$ cat config.mk
export PLATFORM = sky130hd
export DESIGN_NAME = alu_issue_stage
export DESIGN_NICKNAME = d
export VERILOG_FILES = /design/src/rtl/alu_issue_stage.sv
export SDC_FILE = /design/constraint.sdc
export NUM_CORES = 1
export LEC_CHECK = 0
export BUFFER_PORTS_ARGS = -buffer_cell sky130_fd_sc_hd__clkbuf_2
export CORE_AREA = 4 4 76 114
export DETAILED_ROUTE_END_ITERATION = 10
export DIE_AREA = 0 0 80 118
export PLACE_DENSITY = 0.81
export SLEW_MARGIN = 10
export SYNTH_ARGS = -nofsm -noshare
export SYNTH_HDL_FRONTEND = slang
export SYNTH_SLANG_ARGS = --single-unit
$ cat constraint.sdc
create_clock -name clk -period 3.3 [get_ports clk]
set_input_delay 0.165 -clock clk [delete_from_list [all_inputs] [get_ports clk]]
set_output_delay 0.165 -clock clk [all_outputs]
set_load 0.01 [all_outputs]
$ cat src/rtl/alu_issue_stage.sv
// Purpose : decode/issue register between RV32I register read and the 32-bit ALU.
// Latency : 1 cycle from accept (in_valid & in_ready) to out_valid.
// Backpr. : outputs hold while out_valid & !out_ready; in_ready = !out_valid | out_ready.
//
// Ports: clk/rst_n (async active-low); in_valid/in_ready/instr/rs1_data/rs2_data on the
// input side; flush kills held and incoming work; out_valid/out_ready/SrcA/SrcB/Operation/
// rd/reg_write/illegal on the output side; alu_result returns the issued op's result.
// Optional feature: define ALU_FWD_EN to forward alu_result into register operands.
module alu_issue_stage #(
    parameter int DATA_WIDTH    = 32,
    parameter int OPCODE_LENGTH = 4
) (
    input  logic                     clk,
    input  logic                     rst_n,
    input  logic                     in_valid,
    output logic                     in_ready,
    input  logic [31:0]              instr,
    input  logic [DATA_WIDTH-1:0]    rs1_data,
    input  logic [DATA_WIDTH-1:0]    rs2_data,
    input  logic                     flush,
    output logic                     out_valid,
    input  logic                     out_ready,
    output logic [DATA_WIDTH-1:0]    SrcA,
    output logic [DATA_WIDTH-1:0]    SrcB,
    output logic [OPCODE_LENGTH-1:0] Operation,
    output logic [4:0]               rd,
    output logic                     reg_write,
    output logic                     illegal,
    input  logic [DATA_WIDTH-1:0]    alu_result
);
    localparam logic [OPCODE_LENGTH-1:0] OP_AND  = 4'b0000;
    localparam logic [OPCODE_LENGTH-1:0] OP_OR   = 4'b0001;
    localparam logic [OPCODE_LENGTH-1:0] OP_ADD  = 4'b0010;
    localparam logic [OPCODE_LENGTH-1:0] OP_SUB  = 4'b0011;
    localparam logic [OPCODE_LENGTH-1:0] OP_SLL  = 4'b0100;
    localparam logic [OPCODE_LENGTH-1:0] OP_SLT  = 4'b0101;
    localparam logic [OPCODE_LENGTH-1:0] OP_XOR  = 4'b0110;
    localparam logic [OPCODE_LENGTH-1:0] OP_SRL  = 4'b0111;
    localparam logic [OPCODE_LENGTH-1:0] OP_SRA  = 4'b1000;
    localparam logic [OPCODE_LENGTH-1:0] OP_BEQ  = 4'b1010;
    localparam logic [OPCODE_LENGTH-1:0] OP_BNE  = 4'b1011;
    localparam logic [OPCODE_LENGTH-1:0] OP_SLTU = 4'b1100;

    localparam logic [6:0] OPC_R      = 7'b0110011;
    localparam logic [6:0] OPC_I      = 7'b0010011;
    localparam logic [6:0] OPC_LOAD   = 7'b0000011;
    localparam logic [6:0] OPC_STORE  = 7'b0100011;
    localparam logic [6:0] OPC_BRANCH = 7'b1100011;
    localparam logic [6:0] F7_ZERO    = 7'b0000000;
    localparam logic [6:0] F7_ALT     = 7'b0100000;

    logic                     out_valid_q, out_valid_d;
    logic [DATA_WIDTH-1:0]    src_a_q, src_a_d;
    logic [DATA_WIDTH-1:0]    src_b_q, src_b_d;
    logic [OPCODE_LENGTH-1:0] op_q, op_d;
    logic [4:0]               rd_q, rd_d;
    logic                     reg_write_q, reg_write_d;
    logic                     illegal_q, illegal_d;

    logic                     accept;
    logic [DATA_WIDTH-1:0]    rs1_op, rs2_op;
    logic [DATA_WIDTH-1:0]    dec_a, dec_b;
    logic [OPCODE_LENGTH-1:0] dec_op;
    logic [4:0]               dec_rd;
    logic                     dec_rw, dec_ill;

    logic [6:0]               opcode, funct7;
    logic [2:0]               funct3;
    logic [DATA_WIDTH-1:0]    imm_i, imm_s, shamt;

    assign opcode = instr[6:0];
    assign funct3 = instr[14:12];
    assign funct7 = instr[31:25];
    assign imm_i  = {{(DATA_WIDTH-12){instr[31]}}, instr[31:20]};
    assign imm_s  = {{(DATA_WIDTH-12){instr[31]}}, instr[31:25], instr[11:7]};
    assign shamt  = {{(DATA_WIDTH-5){1'b0}}, instr[24:20]};

    assign in_ready = !out_valid_q || out_ready;
    assign accept   = in_valid && in_ready;

`ifdef ALU_FWD_EN
    // The op currently on the outputs is the one the ALU is evaluating, so its
    // result is newer than the register file for a dependent follower.
    logic fwd_rs1, fwd_rs2;
    assign fwd_rs1 = out_valid_q && reg_write_q && (rd_q != 5'd0) && (rd_q == instr[19:15]);
    assign fwd_rs2 = out_valid_q && reg_write_q && (rd_q != 5'd0) && (rd_q == instr[24:20]);
    assign rs1_op  = fwd_rs1 ? alu_result : rs1_data;
    assign rs2_op  = fwd_rs2 ? alu_result : rs2_data;
`else
    assign rs1_op = rs1_data;
    assign rs2_op = rs2_data;
    logic unused_alu_result;
    assign unused_alu_result = ^alu_result;
`endif

    always_comb begin
        dec_a   = rs1_op;
        dec_b   = rs2_op;
        dec_op  = OP_ADD;
        dec_rd  = instr[11:7];
        dec_rw  = 1'b0;
        dec_ill = 1'b0;
        case (opcode)
            OPC_R: begin
                dec_rw = 1'b1;
                if (funct7 == F7_ZERO) begin
                    case (funct3)
                        3'b000:  dec_op = OP_ADD;
                        3'b001:  dec_op = OP_SLL;
                        3'b010:  dec_op = OP_SLT;
                        3'b011:  dec_op = OP_SLTU;
                        3'b100:  dec_op = OP_XOR;
                        3'b101:  dec_op = OP_SRL;
                        3'b110:  dec_op = OP_OR;
                        default: dec_op = OP_AND;
                    endcase
                end else if (funct7 == F7_ALT && funct3 == 3'b000) begin
                    dec_op = OP_SUB;
                end else if (funct7 == F7_ALT && funct3 == 3'b101) begin
                    dec_op = OP_SRA;
                end else begin
                    dec_ill = 1'b1;
                end
            end
            OPC_I: begin
                dec_rw = 1'b1;
                dec_b  = imm_i;
                case (funct3)
                    3'b000: dec_op = OP_ADD;
                    3'b010: dec_op = OP_SLT;
                    3'b011: dec_op = OP_SLTU;
                    3'b100: dec_op = OP_XOR;
                    3'b110: dec_op = OP_OR;
                    3'b111: dec_op = OP_AND;
                    3'b001: begin
                        dec_b   = shamt;
                        dec_op  = OP_SLL;
                        dec_ill = (funct7 != F7_ZERO);
                    end
                    default: begin
                        dec_b   = shamt;
                        dec_op  = instr[30] ? OP_SRA : OP_SRL;
                        dec_ill = (funct7 != F7_ZERO) && (funct7 != F7_ALT);
                    end
                endcase
            end
            OPC_LOAD: begin
                dec_b  = imm_i;
                dec_rw = 1'b1;
            end
            OPC_STORE: begin
                dec_b  = imm_s;
                dec_rd = 5'd0;
            end
            OPC_BRANCH: begin
                dec_rd = 5'd0;
                case (funct3)
                    3'b000:  dec_op = OP_BEQ;
                    3'b001:  dec_op = OP_BNE;
                    3'b100:  dec_op = OP_SLT;
                    3'b110:  dec_op = OP_SLTU;
                    default: dec_ill = 1'b1;   // BGE/BGEU have no single ALU op here
                endcase
            end
            default: dec_ill = 1'b1;
        endcase
        if (dec_ill) begin
            dec_op = OP_AND;
            dec_rw = 1'b0;
        end
        // x0 is never written, whatever the instruction says.
        if (dec_rd == 5'd0) begin
            dec_rw = 1'b0;
        end
    end

    always_comb begin
        out_valid_d = out_valid_q;
        src_a_d     = src_a_q;
        src_b_d     = src_b_q;
        op_d        = op_q;
        rd_d        = rd_q;
        reg_write_d = reg_write_q;
        illegal_d   = illegal_q;
        if (flush) begin
            // Only the valid bit is cleared; payload regs keep stale contents.
            out_valid_d = 1'b0;
        end else if (accept) begin
            out_valid_d = 1'b1;
            src_a_d     = dec_a;
            src_b_d     = dec_b;
            op_d        = dec_op;
            rd_d        = dec_rd;
            reg_write_d = dec_rw;
            illegal_d   = dec_ill;
        end else if (out_ready) begin
            out_valid_d = 1'b0;
        end
    end

    always_ff @(posedge clk or negedge rst_n) begin
        if (!rst_n) begin
            out_valid_q <= 1'b0;
            src_a_q     <= '0;
            src_b_q     <= '0;
            op_q        <= '0;
            rd_q        <= '0;
            reg_write_q <= 1'b0;
            illegal_q   <= 1'b0;
        end else begin
            out_valid_q <= out_valid_d;
            src_a_q     <= src_a_d;
            src_b_q     <= src_b_d;
            op_q        <= op_d;
            rd_q        <= rd_d;
            reg_write_q <= reg_write_d;
            illegal_q   <= illegal_d;
        end
    end

    assign out_valid = out_valid_q;
    assign SrcA      = src_a_q;
    assign SrcB      = src_b_q;
    assign Operation = op_q;
    assign rd        = rd_q;
    assign reg_write = reg_write_q;
    assign illegal   = illegal_q;
endmodule

=== Word-level counts from Yosys, hierarchy flattened ===
Cells that the tools add are included.
Widths: inputs -> output; s select.

* Multiplexer cells: 24
* Eq/ne operators: 14
* Bitwise operators: 1
* Reduce and logical (&&, ||, !) cells: 17

{| class="wikitable"
|+ Operators with widths
! cell !! count
|-
| $pmux 32 s3 || 1
|-
| $pmux 4 s7 || 2
|-
| $mux 32 || 1
|-
| $eq 7x6->1 const B || 3
|-
| $mux 4 || 5
|-
| $pmux 4 s4 || 1
|-
| $eq 3x3->1 const B || 4
|-
| $pmux 4 s3 || 1
|-
| $mux 1 || 10
|-
| $eq 7x2->1 const B || 1
|-
| $eq 7x5->1 const B || 1
|-
| $eq 7x7->1 const B || 1
|-
| $logic_not 7->1 || 1
|-
| $ne 7x6->1 const B || 1
|-
| $reduce_bool 7->1 || 1
|-
| $eq 3x2->1 const B || 2
|-
| $reduce_or 6->1 || 1
|-
| $logic_not 5->1 || 1
|-
| $mux 5 || 1
|-
| $logic_and 1x1->1 || 4
|-
| $pmux 1 s4 || 1
|-
| $reduce_or 2->1 || 2
|-
| $reduce_or 4->1 || 1
|-
| $eq 3x1->1 const B || 1
|-
| other kinds (8) || 8
|}

* Register bits after elaboration: 76

=== Logic depth before layout (Yosys ltp) ===
Gate-level depths: netlist of the first run.

* Word-level depth: 8
* Mapped depth: 7
* Depth with buffers taken out: 6

=== Least setup slack after synthesis of the first run ===
No wires, ideal clock.

* Path kind: register to register
* Start: register out_valid_q, in the netlist out_valid
* End: register reg_write_q, in the netlist reg_write
* Clock period less this slack: 1.663 ns
* Required time: 3.217 ns
* Arrival: 1.580 ns
* Setup time: 0.083 ns
* Slack: 1.637 ns
* Buffers on the path: 1
* Cell stages (with the launch flop): 6
* Cell sequence: dfrtp_1 -> nor2b_1 -> nor3b_1 -> clkbuf_1 -> o2111ai_1 -> o21ai_0

* Cells in the longest elaborated chain, start to end: 4

{| class="wikitable"
|+ RTL lines
! what !! RTL line !! text
|-
| start, declared || 52 || <nowiki>logic out_valid_q, out_valid_d;</nowiki>
|-
| start signal, assigned || 211 || <nowiki>out_valid_q <= out_valid_d;</nowiki>
|-
| $logic_not 1->1 || 78 || <nowiki>assign in_ready = !out_valid_q || out_ready;</nowiki>
|-
| $logic_or 1x1->1 || 78 ||
|-
| $logic_and 1x1->1 || 79 || <nowiki>assign accept = in_valid && in_ready;</nowiki>
|-
| $reduce_and 2->1 (no source line) || n/a ||
|-
| end signal, assigned || 216 || <nowiki>reg_write_q <= reg_write_d;</nowiki>
|-
| end, declared || 57 || <nowiki>logic reg_write_q, reg_write_d;</nowiki>
|}

No other way between the ends.
A chain may end at the register's enable or synchronous reset.

=== Final worst setup path of the first run ===
* Start: register out_valid_q, in the netlist out_valid
* End: register op_q[1], in the netlist Operation[1]

* Cells in the longest elaborated chain, start to end: 4

{| class="wikitable"
|+ RTL lines
! what !! RTL line !! text
|-
| $logic_not 1->1 || 78 ||
|-
| $logic_or 1x1->1 || 78 ||
|-
| $logic_and 1x1->1 || 79 ||
|-
| $reduce_and 2->1 (no source line) || n/a ||
|-
| end signal, assigned || 214 || <nowiki>op_q <= op_d;</nowiki>
|-
| end, declared || 55 || <nowiki>logic [OPCODE_LENGTH-1:0] op_q, op_d;</nowiki>
|}

No other way between the ends.

==> out/results.ini, run 1 <==
[sta]
slew_violations=0
fin_skew_ps=7.020
hold_viol=22
fmax_ghz=0.5624
whs_ps=-15.00
fin_crit_sh_pct=53.88
final-setup-viol-count=0
period_needed_ps=1778
relSlewSlack_pct=38.08
rsz0062_at_grt=no
worst_slew_pin_slew_ps=928.8
fin_setup_tns_ps=0

[detailed_routing]
vias=3440
dr_wl_met3_um=607
drtAntennaViolNets=0
top_layer=met4
vias_per_cell=5.089
dr_wl_met2_um=5187
wl_um=10140
routedWlPerCell_um=15.00
m1WireLength_um=3988
first_pass_iters=4
drcViolationCount=0
drtIter0Drc=150

[clock_network]
path_clk_slew_ps=60
htree_levels=3
cts_hold_buf=0
cts_resized=0
cts_buffers=9
postCtsSetupBuffers=0
cts_max_path_buffers=2
clkSinkCount=76
cts_tree=yes
cts_root_buffer=clkbuf_16
clk_latency_ps=320

[logic_synthesis]
synth_edf_count=0
synth_xor_area_share_pct=0.2467
yosys.area.top_type=dfrtp_1
synth.most_common_cell=nand2_1
synthAdderAreaFrac_pct=0
synth-seq-cells=76
synth_area_leaders=dfrtp_1, nand2_1, a21oi_1, o21ai_0, nor2_1
synth_cell_type_count=48
syn_nets=542
synthFlopType=dfrtp_1
synth_top_family_by_area=simple AND/OR/NAND/NOR gates
yosysTopAreaCellShare_pct=53.56
netlist_instances=409
synth_compound_area_share_pct=14.48
synth_commonest_cells=nand2_1, dfrtp_1, a21oi_1, nor2_1, o21ai_0
avgSynthCellArea_sq_um=8.682
netlist_area_sq_um=3551
synthesis.yosys.warnings=0
synthSimpleGateAreaFrac_pct=27.34
async_flop_share_pct=100.0
synth.mux.area_fraction_pct=0
seq_area_frac_synth_pct=53.56

[floorplan]
row_count=39
core_sq_um=7612
die_x_um=80
start_util_pct=46.65
die-area_sq_um=9440
ioPinCount=210
die_y_um=118

[final_layout]
antennaDiodeCount=0
drive_above_1_share_pct=34.84
area_delta_synth_final_pct=33.12
nNetsFinal=704
utilization_pct=62.10

[grt]
overflow=0
grt_usage_pct=21.94
antenna_found_initial=0
grt_pass1_wl_um=16070
grt_max_degree=77
grt_pass1_vias=3307

[worst_setup_path]
crit_path_end_kind=flip-flop
crit_path_max_fanout=61
crit_type=flip-flop to flip-flop
required_ps=3540
crit_arrival_ps=2010
cp-start-kind=flip-flop

[run_status]
violations=hold timing
status=complete, but fails checks

[placed_design]
io_buffers=172
dpl.hpwl_um=7722
routabilityCongestion=0.9456

[power_and_ir_drop]
ir_drop_uv=280.2
leakage_nw=2.532
p_per_area_nw_per_um2=536.7

[worst_hold_path]
hp-class=primary input to async pin

[run]
drv_cap=0

final timing paths:
kind / depth (start not counted) / end / slack, ps / startpoint
worst max-delay path: 5 / Operation[1] / 1520 / out_valid
worst min-delay path: 1 / SrcA[9] / -20 / rst_n
worst max register to register: 5 / Operation[1] / 1520 / out_valid
worst min register to register: 2 / rd[0] / 470 / rd[0]
max in group asynchronous: 1 / SrcB[1] / 2720 / rst_n
min in group clk: 3 / SrcA[11] / 30 / rs1_data[11]
layout by cell type, fill, tap and decap left out, drive strengths merged, types with 5 or more instances in the layout:
cell type,Yosys,routed
a21oi,26,26
a32oi,6,6
buf,7,6
clkbuf,19,182
dfrtp,76,76
inv,5,5
nand2,152,152
nand3,6,6
nor2,26,26
nor2b,7,7
nor4,8,8
o21ai,25,25
o221ai,5,5
power breakdown:
group	switching [mW]	internal, mW
logic	0.298	0.205
registers	0.0658	1.06
clock network	0.332	0.574
total	0.696	1.84
final cells by class:
cell class	count	area (sq um)
well taps	102	127.6
multi-input cells	302	1505
repair buffers	177	900.9
fillers	681	2885
clock inverters	3	40.04
flip-flops and latches	76	1902
clock buffers	11	232.7
inverters	5	18.77
state kept, by name, indices dropped and copies added (netlist names):
register / cells
SrcA: 32
SrcB: 32
out_valid: 1
rd: 5
reg_write: 1
illegal: 1
Operation: 4
routing by layer:
| metal | global-route usage, % | vias to the layer above |
|---|---|---|
| met2 | 37.24 | 136 |
| met3 | 2.910 | 25 |
| met5 | 0 | - |
| met1 | 26.15 | 1573 |
| li1 | - | 1706 |
| met4 | 12.05 | 0 |
worst max-delay path: stages (launching register included):
cell      delay (ps)
dfrtp_1          370
nor2b_1          160
nor3b_2          150
buf_4            500
o211ai_1         220
o21ai_0          220
through the flow:
step	power (mW)	area, sq um	hold slack [ps]	std cells	worst slack [ps]
after floorplan	1.385	3551	-130.6	409	1637
after global placement	1.633	4454	348.6	662	1327
after detailed placement	1.655	4454	363.6	662	1239
after CTS	2.569	4727	21.31	676	1527
after global routing	2.680	4727	22.59	676	1290
final	2.537	4727	-15.00	676	1522
kinds of logic after synthesis:
group	count (synthesis)
flip-flops	76
AND/OR/NAND/NOR	222
buffers and inverters	31
XOR/XNOR	1
AO/OA/AOI/OAI	79
No activity file was read; power rests on OpenSTA's default activity.
==> run 2: changes to the inputs <==
Settings changed: CORE_AREA 4 4 76 114 to 4 4 83 124, DIE_AREA 0 0 80 118 to 0 0 87 128, PLACE_DENSITY 0.81 to 0.72.
Clock period 3.3 ns to 1.6 ns, I/O delays scaled along.
==> run 2 against run 1 <==
Against the previous run: the run now ends clean; global-route usage down 0.63 points; largest power group unchanged; combinational power is 140% higher; clock power up 140%; power is 120% higher; via count rose by 11%; worst setup slack got worse by 1400 ps; routed wire length up 14%.
==> out/results.ini, run 2 (synthesis gave the netlist of run 1 again) <==
[run_status]
status=complete, no violations

[floorplan]
ioPinCount=210
die_y_um=128
core_sq_um=9200
start_util_pct=38.60
die-area_sq_um=11140
die_x_um=87
row_count=43

[detailed_routing]
first_pass_iters=5
routedWlPerCell_um=15.25
wl_um=11610
vias=3810
vias_per_cell=5.007
drcViolationCount=0
drtAntennaViolNets=0
drtIter0Drc=160

[final_layout]
nFillCells=770
register_area_sq_um=1902
nNetsFinal=777
final_common_cell=clkbuf_2
postLayoutCellArea_sq_um=5528
antennaDiodeCount=0
drive_above_1_share_pct=33.90
area_delta_synth_final_pct=55.67
utilization_pct=60.08
layout_common_cells=clkbuf_2, nand2_1, dfrtp_1
multiInputGateArea_sq_um=1508

[sta]
slew_violations=0
period_needed_ps=1482
fmax_ghz=0.6746
worst_slew_pin_slew_ps=513.9
fin_skew_ps=5.721
relSlewSlack_pct=65.74
final-setup-viol-count=0
fin_crit_sh_pct=92.65
hold_viol=0

[worst_setup_path]
cp_slowest_cell=dfrtp_1
startpoint=out_valid
crit_type=flip-flop to flip-flop
cp-start-kind=flip-flop
required_ps=1790
rr_endpoint=SrcB[29]
worstPathCellList=nor2b_2, inv_1, nand3b_1, a31oi_1, buf_4, a21oi_1
crit_path_max_fanout=21
r2r-start=out_valid
crit_family=flip-flops
slowest_delay_ps=370
r2r_slack_ps=120
path_buf_inv=2
crit_arrival_ps=1680
rr_worst_depth=6
crit_path_end_kind=flip-flop

[worst_hold_path]
hold_start=instr[7]
hold_depth=3
hp-class=primary input to flip-flop
worstHoldEndpoint=rd[0]

[clock_network]
htree_levels=3
clk_latency_ps=330
cts_tree=yes
path_clk_slew_ps=60
clkSinkCount=76
cts_buffers=9
cts_max_path_buffers=2
cts_root_buffer=clkbuf_16

[placed_design]
dpl-instance-area_sq_um=4644
io_buffers=172
routabilityCongestion=0.9133
dpl.hpwl_um=8007

[run]
drv_cap=0

[grt]
grt_pass1_vias=3890
overflow=0
grt_pass1_wl_um=18560
antenna_found_initial=0
grt_usage_pct=21.31
grt_max_degree=52

[power_and_ir_drop]
ir_drop_uv=730.0
leakage_nw=2.885
p_per_area_nw_per_um2=1029

## run 2: cell types whose count changed in the layout (fill, tap and decap cells not counted), sizes merged
| cell | before | now |
|---|---|---|
| clkinvlp | 0 | 1 |
| dlygate4sd3 | 0 | 55 |
| clkbuf | 182 | 183 |
| clkinv | 2 | 1 |
| buf | 6 | 24 |
| bufinv | 1 | 2 |
## run 2: worst min-delay path: stages
cell	delay, ps
clkbuf_2	110
nand3_1	70
nand2_1	50
## run 2: how the worst max path moves through the flow
stage,endpoint,depth (start not counted)
3_5_place_dp,Operation[2],6
4_1_cts,SrcB[0],6
2_1_floorplan,Operation[0],5
5_1_grt,Operation[0],7
3_3_place_gp,Operation[0],6
6_report,SrcB[29],6
## run 2: what timing repair did
item,in CTS,in global routing
hold buffers,55,0
setup buffers,0,1
resized for setup,0,2
endpoints found under the setup margin,0,58
endpoints found under the hold margin,92,0
## run 2: report_power, final
part	total, mW	switching, mW	internal [mW]
Combinational	1.19	0.642	0.548
Clock	2.16	0.754	1.41
Sequential	2.34	0.148	2.19
## run 2: area by class of cell
cell class,count,area share (%)
sequential,76,34.40
clock buffer,12,4.459
tap,112,2.535
clock inverter,4,1.313
inverter,5,0.3395
timing repair buffer,250,29.67
multi-input combinational,302,27.27
## run 2: routing by layer
layer / vias to the layer above / share of wire, % / GRT usage (%)
met5: - / 0 / 0
met4: 0 / 3.2 / 11.01
met3: 34 / 6.3 / 4.437
met2: 162 / 53 / 38.08
met1: 1762 / 37 / 23.15
li1: 1852 / - / -
## run 2: per-stage QoR
stage          std cells  setup TNS, ps  total power [mW]  worst slack (ps)  hold WS (ps)
2_1_floorplan        409              0             2.858             47.63        -215.6
3_3_place_gp         689         -374.3             3.411            -114.7         78.31
3_5_place_dp         689         -652.4             3.453            -162.1         91.82
4_1_cts              760              0             5.747             7.550         2.052
5_1_grt              761         -13.70             6.000            -8.766         15.07
6_report             761              0             5.689             117.6         27.41
